--- src/rtl/pc_sequencer.sv ---
// Program counter and fetch sequencer: Z/N flags, branch resolve, squash.
// Optional HALT state enabled by defining PCSEQ_HALT_EN.
module pc_sequencer #(
  parameter int unsigned PC_WIDTH    = 32,
  parameter logic [PC_WIDTH-1:0] RESET_PC = '0,
  parameter int unsigned PC_STEP     = 1,
  parameter int unsigned FLUSH_SLOTS = 2
) (
  input  logic                in_clk,
  input  logic                in_rst_n,
  input  logic                in_stall,
  input  logic                in_resolve_valid,
  input  logic                in_ctrl_branch,
  input  logic                in_ctrl_btype,
  input  logic                in_ctrl_jump,
  input  logic [PC_WIDTH-1:0] in_target,
  input  logic                in_flag_we,
  input  logic                in_alu_neg,
  input  logic                in_alu_zero,
  input  logic                in_halt,
  output logic [PC_WIDTH-1:0] out_pc,
  output logic                out_fetch_valid,
  output logic                out_flush,
  output logic                out_taken,
  output logic                out_flag_neg,
  output logic                out_flag_zero,
  output logic                out_halted
);

  typedef enum logic [1:0] {
    BOOT,
    RUN,
    FLUSH
`ifdef PCSEQ_HALT_EN
    , HALT
`endif
  } state_e;

  state_e                state_q, state_d;
  logic [PC_WIDTH-1:0]   pc_q, pc_d;
  logic [2:0]            cnt_q, cnt_d;
  logic                  neg_q, neg_d;
  logic                  zero_q, zero_d;
  logic                  sq;
  logic                  cond;
  logic                  halted;
  logic                  halt_go;

  assign sq   = (cnt_q != 3'd0);
  assign cond = in_ctrl_jump
              | (in_ctrl_branch & ~in_ctrl_btype & zero_q)
              | (in_ctrl_branch &  in_ctrl_btype & neg_q);

`ifdef PCSEQ_HALT_EN
  assign halted  = (state_q == HALT);
  assign halt_go = in_halt & in_resolve_valid & ~sq & ~out_taken & ~halted;
`else
  logic unused_halt;
  assign unused_halt = in_halt;
  assign halted  = 1'b0;
  assign halt_go = 1'b0;
`endif

  // Halted sequencer ignores redirects; only reset leaves HALT.
  assign out_taken = in_resolve_valid & ~sq & ~halted & cond;

  always_comb begin
    state_d = state_q;
    pc_d    = pc_q;
    cnt_d   = cnt_q;
    neg_d   = neg_q;
    zero_d  = zero_q;
    if (in_flag_we) begin
      neg_d  = in_alu_neg;
      zero_d = in_alu_zero;
    end
    if (out_taken) begin
      pc_d    = in_target;
      cnt_d   = 3'(FLUSH_SLOTS);
      state_d = FLUSH;
    end else if (halt_go) begin
`ifdef PCSEQ_HALT_EN
      state_d = HALT;
`endif
    end else begin
      if (!in_stall && (state_q == RUN || state_q == FLUSH))
        pc_d = pc_q + PC_WIDTH'(PC_STEP);
      case (state_q)
        BOOT: state_d = RUN;
        FLUSH: begin
          if (!in_stall && sq) cnt_d = cnt_q - 3'd1;
          if (cnt_d == 3'd0) state_d = RUN;
        end
        default: ;
      endcase
    end
  end

  always_ff @(posedge in_clk or negedge in_rst_n) begin
    if (!in_rst_n) begin
      state_q <= BOOT;
      pc_q    <= RESET_PC;
      cnt_q   <= 3'd0;
      neg_q   <= 1'b0;
      zero_q  <= 1'b0;
    end else begin
      state_q <= state_d;
      pc_q    <= pc_d;
      cnt_q   <= cnt_d;
      neg_q   <= neg_d;
      zero_q  <= zero_d;
    end
  end

  assign out_pc          = pc_q;
  assign out_fetch_valid = (state_q == RUN) || (state_q == FLUSH);
  assign out_flush       = sq;
  assign out_flag_neg    = neg_q;
  assign out_flag_zero   = zero_q;
  assign out_halted      = halted;

endmodule

--- config.mk ---
export PLATFORM = sky130hd
export DESIGN_NAME = pc_sequencer
export DESIGN_NICKNAME = d
export VERILOG_FILES = /design/src/rtl/pc_sequencer.sv
export SDC_FILE = /design/constraint.sdc
export NUM_CORES = 1
export LEC_CHECK = 0
export CELL_PAD_IN_SITES_DETAIL_PLACEMENT = 1
export CELL_PAD_IN_SITES_GLOBAL_PLACEMENT = 1
export CORE_MARGIN = 10
export CORE_UTILIZATION = 36
export DETAILED_ROUTE_END_ITERATION = 10
export PLACE_DENSITY = 0.91
export SLEW_MARGIN = 25
export SYNTH_ARGS = -nofsm -noshare
export SYNTH_HDL_FRONTEND = slang
export SYNTH_SLANG_ARGS = --single-unit
--- constraint.sdc ---
create_clock -name in_clk -period 5.83 [get_ports in_clk]
set_input_delay 1.166 -clock in_clk [delete_from_list [all_inputs] [get_ports in_clk]]
set_output_delay 1.166 -clock in_clk [all_outputs]
set_load 0.005 [all_outputs]
==> results_dict.tcl, run 1 <==
set metrics [dict create \
    setup-violations-final 0 \
    gp_congestion 0.742 \
    worst_clock_skew_ns 0.00638 \
    syn_area_um2 2290 \
    die-area_um2 9960 \
    antenna_cells 0 \
    grt_max_degree 45 \
    tightest_slew_ns 0.895 \
    grt_use_total 0.137 \
    syn_nets 303 \
    clock_latency_ns 0.29 \
    synthArstFlopShare 1.00 \
    yosysWarnings 0 \
    numCtsBuffers 5 \
    place_inst 397 \
    synth_seq_cells 39 \
    path_class "in -> out" \
    synth_top_area_cell "dfrtp_1" \
    clkSinkCount 39 \
    seq_area_frac_synth 0.426 \
    synth_area_per_cell_um2 8.99 \
    startpoint_type "input port" \
    drive_gt1_frac 0.0427 \
    drt-wirelength-per-cell_um 16.9 \
    clockRootBuffer "clkbuf_8" \
    core-area_um2 6280 \
    gr-total-overflow 0 \
    ctsResizeCount 0 \
    io_pins 81 \
    start_util 0.365 \
    path_clk_slew_ns 0.08 \
    drtPass1Iterations 4 \
    htreeDepth 2 \
    total_leakage_power_nw 1.19 \
    syn_to_final_growth_pct 39.8 \
    routed_wl_mm 6.84 \
    cts_tree "built" \
    synth_flop_cell "dfrtp_1" \
    ant_nets 0 \
    finalCritPeriodShare 0.705 \
    grt_pass1_vias 2294 \
    holdWs_ns 0.521 \
    via_per_inst 5.55 \
    hpwlAfterDp_mm 5.23 \
    synth-edff-count 0 \
    cp_max_fo 26 \
    hp-class "reg -> reg" \
    synth_cell_type_count 41 \
    required_ns 4.66 \
    relSlewSlack 0.403 \
    cts_hold_buf 0 \
    port_buffers 78 \
    hold_viol 0 \
    clock_path_buffers 2 \
    powerDensity_nw_per_um2 440 \
    rsz0062_at_grt "false" \
    report.final.slew_viol_count 0 \
    drcViolationCount 0 \
    outcome "complete, no violations" \
    netlist_top_cells_area "dfrtp_1, or4_1, a31oi_1" \
    synth_cells 255 \
    max_cap_viol_count 0 \
    grt_pass1_wl_mm 11.4 \
    finalNonFillerCells 405 \
    fin_setup_tns_ns 0 \
    fp.dieH_um 99.8 \
    die_w_um 99.8 \
    arrival_ns 2.94 \
    vias 2246 \
    nNetsFinal 375 \
    grt_antenna_before_repair 0 \
    synth_top_area_share 0.426 \
    fmax_mhz 243 \
    post_cts_buffers 0 \
    cp-end-kind "primary output" \
    vdd_drop_max_mv 0.222 \
    drtIter0Drc 55 \
    regToRegSetupSlack_ns 3.45 \
    final.min_clock_period_ns 4.11 \
    rows 29 \
]
## where the power goes
part           internal, mW  switching (mW)  total, mW
Combinational         0.385           0.277      0.662
Clock                0.0841          0.0952      0.179
Sequential            0.402           0.167      0.569
Total                 0.872           0.539       1.41
## registers in the layout, summed over array words and instances, names as in the netlist
register	cells
cnt_q	3
state_q	2
out_flag_zero	1
out_pc	32
out_flag_neg	1
## synth_stat cells (2+ instances only)
library cell,number
or4_1,18
ha_1,5
inv_1,8
or3_1,6
nor2_1,23
nand3b_1,2
o21ai_1,17
dfrtp_1,39
mux2_2,2
buf_2,3
clkbuf_1,8
nor2b_1,4
o31ai_1,14
and4_1,3
nand2_1,23
buf_1,2
or4b_1,2
nand4_1,7
xor2_1,5
xnor2_1,6
and2_1,2
a31oi_1,20
nand4b_1,2
o211ai_1,4
nand3_1,12
and3_1,3
## logic make-up (layout without fill, tap and decap cells)
group / Yosys count / count (layout) / synth area share
other: 1 / 1 / 0.00164
AOI/OAI and AO/OA: 60 / 60 / 0.170
DFF: 39 / 39 / 0.426
buffers and inverters: 23 / 96 / 0.0409
adders and majority gates: 5 / 5 / 0.0273
and+or+nand+nor: 112 / 112 / 0.273
muxes: 4 / 4 / 0.0191
xor gates and xnor gates: 11 / 11 / 0.0420
## per-stage QoR
| step | setup WS (ns) | instance area, µm² | total power [mW] | utilization |
|---|---|---|---|---|
| after floorplan | 2.56 | 2290 | 0.846 | - |
| after global placement | 1.74 | 3120 | 1.21 | 0.498 |
| after detailed placement | 1.72 | 3120 | 1.25 | 0.498 |
| after CTS | 1.71 | 3210 | 1.43 | 0.511 |
| after global routing | 1.65 | 3210 | 1.54 | 0.511 |
| final | 1.72 | 3210 | 1.41 | 0.511 |
## placed cells by master (no fill, tap or decap), drive strengths merged, types with 2 or more instances in the layout
cell type,instances
clkdlybuf4s50,77
and2,2
buf,2
a31oi,20
nor2,23
or3,6
nand4,8
o21ai,17
mux2,3
o31ai,14
and3,3
nand3,12
nand4b,2
nor2b,4
xor2,5
nand2,23
xnor2,6
or4b,2
nand3b,2
or4,18
clkbuf,7
and4,3
o211ai,4
dfrtp,39
ha,5
inv,9
## area by class of cell
| type | instances | area [µm²] |
|---|---|---|
| well taps | 77 | 96.3 |
| repair buffers | 79 | 783 |
| multi-input cells | 193 | 1230 |
| clock buffers | 7 | 76.3 |
| inverters | 9 | 33.8 |
| clock inverters | 1 | 5.00 |
| fillers | 737 | 3070 |
| flip-flops and latches | 39 | 976 |
## worst max-delay path, cell delays in order
cell and delay (ns):
clkdlybuf4s50_1 0.47, mux2_1 0.36, o2111ai_4 0.22, inv_2 0.21, clkdlybuf4s50_1 0.51
## metal layers
metal  global-route usage  part of all wire  vias up
met4               0.0441             0.014        0
met1                0.164              0.42     1085
met5                    0                 0        -
li1                     -                 -     1095
met3               0.0440             0.072        8
met2                0.226              0.49       58
## final timing paths
path                                        start                      to  cells past startpoint
hold / removal               cnt_q[1]$_DFFE_PN0P_    cnt_q[1]$_DFFE_PN0P_                      2
min in group asynchronous                in_rst_n    cnt_q[0]$_DFFE_PN0P_                      1
hold reg to reg              cnt_q[1]$_DFFE_PN0P_    cnt_q[1]$_DFFE_PN0P_                      2
setup reg to reg           state_q[0]$_DFFE_PN0P_  out_pc[31]$_DFFE_PN0P_                      6
max in group asynchronous                in_rst_n  out_pc[24]$_DFFE_PN0P_                      1
setup / recovery                    in_ctrl_btype               out_taken                      5
Power figures use the tool's default switching activity.
==> run 2, diff against run 1 <==
--- a/config.mk
+++ b/config.mk
@@ -8,9 +8,9 @@
 export CELL_PAD_IN_SITES_DETAIL_PLACEMENT = 1
 export CELL_PAD_IN_SITES_GLOBAL_PLACEMENT = 1
 export CORE_MARGIN = 10
-export CORE_UTILIZATION = 36
+export CORE_UTILIZATION = 30
 export DETAILED_ROUTE_END_ITERATION = 10
-export PLACE_DENSITY = 0.91
+export PLACE_DENSITY = 0.82
 export SLEW_MARGIN = 25
 export SYNTH_ARGS = -nofsm -noshare
 export SYNTH_HDL_FRONTEND = slang
==> constraint.sdc (replaced) <==
create_clock -name in_clk -period 3.33 [get_ports in_clk]
set_input_delay 0.666 -clock in_clk [delete_from_list [all_inputs] [get_ports in_clk]]
set_output_delay 0.666 -clock in_clk [all_outputs]
set_load 0.005 [all_outputs]
==> run 2 against run 1 <==
  * Combinational power grew 78%
  * Worst setup slack worse by 1.3 ns
  * Register-to-register slack got worse by 2.5 ns
  * Total power is 77% higher
  * Critical path type unchanged
  * Critical endpoint unchanged
  * Largest cell class unchanged
==> results_dict.tcl, run 2 (synthesis gave the netlist of run 1 again) <==
set metrics [dict create \
    grt_antenna_before_repair 0 \
    arrival_ns 2.26 \
    syn_to_final_growth_pct 41.6 \
    drive_gt1_frac 0.0485 \
    layout_commonest_cell "clkdlybuf4s50_1" \
    post_cts_buffers 0 \
    gp_congestion 0.758 \
    crit_chain "clkdlybuf4s50_1 > mux2_1 > o2111ai_4 > inv_2 > clkdlybuf4s50_1" \
    max_cap_viol_count 0 \
    gr-total-overflow 0 \
    tightest_slew_ns 0.917 \
    fin_setup_tns_ns 0 \
    port_buffers 78 \
    power_frac_comb 0.472 \
    r2r-start "state_q[0]$_DFFE_PN0P_" \
    crit_path_frequent_cell "clkdlybuf4s50_1" \
    fmax_mhz 342 \
    startpoint_type "input port" \
    die_w_um 107 \
    path_class "in -> out" \
    outcome "complete, no violations" \
    cts_hold_buf 0 \
    postPlaceCellArea_um2 3170 \
    via_per_inst 5.27 \
    cp_max_fo 2 \
    ctsResizeCount 0 \
    clock_latency_ns 0.29 \
    start_util 0.313 \
    rows 31 \
    crit_path_start "in_ctrl_btype" \
    finalInstanceArea_um2 3250 \
    grt_max_degree 45 \
    worst_clock_skew_ns 0.0110 \
    p_sw_mw 0.968 \
    vias 2262 \
    numCtsBuffers 5 \
    nNetsFinal 377 \
    required_ns 2.66 \
    drt-wirelength-per-cell_um 17.4 \
    grt_pass1_wl_mm 12.5 \
    p_int_mw 1.53 \
    crit_slowest_cell "clkdlybuf4s50_1" \
    vdd_drop_max_mv 0.309 \
    hpwlAfterDp_mm 5.71 \
    hp-class "in -> async" \
    path_clk_slew_ns 0.09 \
    powerDensity_nw_per_um2 770 \
    clockRootBuffer "clkbuf_8" \
    htreeDepth 2 \
    clock_path_buffers 2 \
    report.final.slew_viol_count 0 \
    setup-violations-final 0 \
    cp-end-kind "primary output" \
    final.min_clock_period_ns 2.92 \
    p_seq_frac 0.400 \
    grt_use_total 0.131 \
    drtIter0Drc 99 \
    relSlewSlack 0.389 \
    core-area_um2 7330 \
    hold_viol 0 \
    grt_pass1_vias 2388 \
    clkSinkCount 39 \
    fp.dieH_um 107 \
    max_stage_delay_ns 0.46 \
    drcViolationCount 0 \
    rsz0062_at_grt "false" \
    power_frac_clock 0.127 \
    die-area_um2 11500 \
    cts_tree "built" \
    finalCritPeriodShare 0.878 \
    mostFrequentLayoutCells "clkdlybuf4s50_1, dfrtp_1, nor2_1, nand2_1, a31oi_1" \
    ant_nets 0 \
    io_pins 81 \
    switching_share 0.387 \
    routed_wl_mm 7.45 \
    antenna_cells 0 \
    drtPass1Iterations 4 \
    regToRegSetupSlack_ns 0.96 \
    largest_reg_flops 32 \
    cp-endpoint "out_taken" \
    reg2reg_depth 6 \
    total_leakage_power_nw 1.20 \
    r2r-end "out_pc[27]$_DFFE_PN0P_" \
]
run 2: cell types whose count changed in the layout (fill, tap and decap cells not counted), sizes merged:
cell  before  now
buf        2    4
run 2: worst min-delay path by stage:
stage	startpoint	end
CTS	state_q[0]$_DFFE_PN0P_	state_q[0]$_DFFE_PN0P_
global placement	state_q[0]$_DFFE_PN0P_	state_q[0]$_DFFE_PN0P_
floorplan	in_rst_n	cnt_q[0]$_DFFE_PN0P_
global route	state_q[0]$_DFFE_PN0P_	state_q[0]$_DFFE_PN0P_
finish	in_rst_n	out_pc[24]$_DFFE_PN0P_
detailed placement	state_q[0]$_DFFE_PN0P_	state_q[0]$_DFFE_PN0P_
run 2: worst max-delay path: cells and delay by family:
| kind | cells | cell delay [ns] |
|---|---|---|
| mux | 1 | 0.36 |
| compound gates | 1 | 0.23 |
| buf+inv | 3 | 0.99 |
run 2: through the flow:
stage / power (mW) / instances / utilization / worst slack (ns) / hold WS (ns)
2_1_floorplan: 1.48 / 255 / - / 1.06 / 0.370
3_3_place_gp: 2.14 / 421 / 0.432 / 0.394 / 0.493
3_5_place_dp: 2.21 / 421 / 0.432 / 0.384 / 0.510
4_1_cts: 2.55 / 429 / 0.443 / 0.372 / 0.529
5_1_grt: 2.73 / 429 / 0.443 / 0.321 / 0.554
6_report: 2.50 / 429 / 0.443 / 0.405 / 0.511
run 2: area by class of cell:
class / instances / area [µm²]
clock buffers: 7 / 76.3
clock inverters: 1 / 5.00
fillers: 847 / 4080
inverters: 9 / 33.8
multi-input cells: 193 / 1230
flip-flops and latches: 39 / 976
well taps: 99 / 124
repair buffers: 81 / 798
run 2: routing by layer:
| metal | GRT usage | wire [µm] |
|---|---|---|
| met5 | 0 | 0 |
| met2 | 0.229 | 3760 |
| met3 | 0.0323 | 384 |
| met1 | 0.157 | 3250 |
| met4 | 0.0324 | 49 |
run 2: power by group through the flow:
stage	Sequential [mW]	Combinational (mW)	Clock [mW]
floorplan	0.954	0.527	0
global placement	0.985	1.16	0
detailed placement	1.01	1.20	0
CTS	1.00	1.21	0.331
global route	1.06	1.33	0.351
finish	1.00	1.18	0.318
==> run 3, diff against run 2 <==
--- a/config.mk
+++ b/config.mk
@@ -10,6 +10,7 @@
 export CORE_MARGIN = 10
 export CORE_UTILIZATION = 30
 export DETAILED_ROUTE_END_ITERATION = 10
+export HOLD_SLACK_MARGIN = 0.12
 export PLACE_DENSITY = 0.82
 export SLEW_MARGIN = 25
 export SYNTH_ARGS = -nofsm -noshare
==> results of run 3 <==
Same layout as run 2: the final DEF is identical, and so are final timing and power.
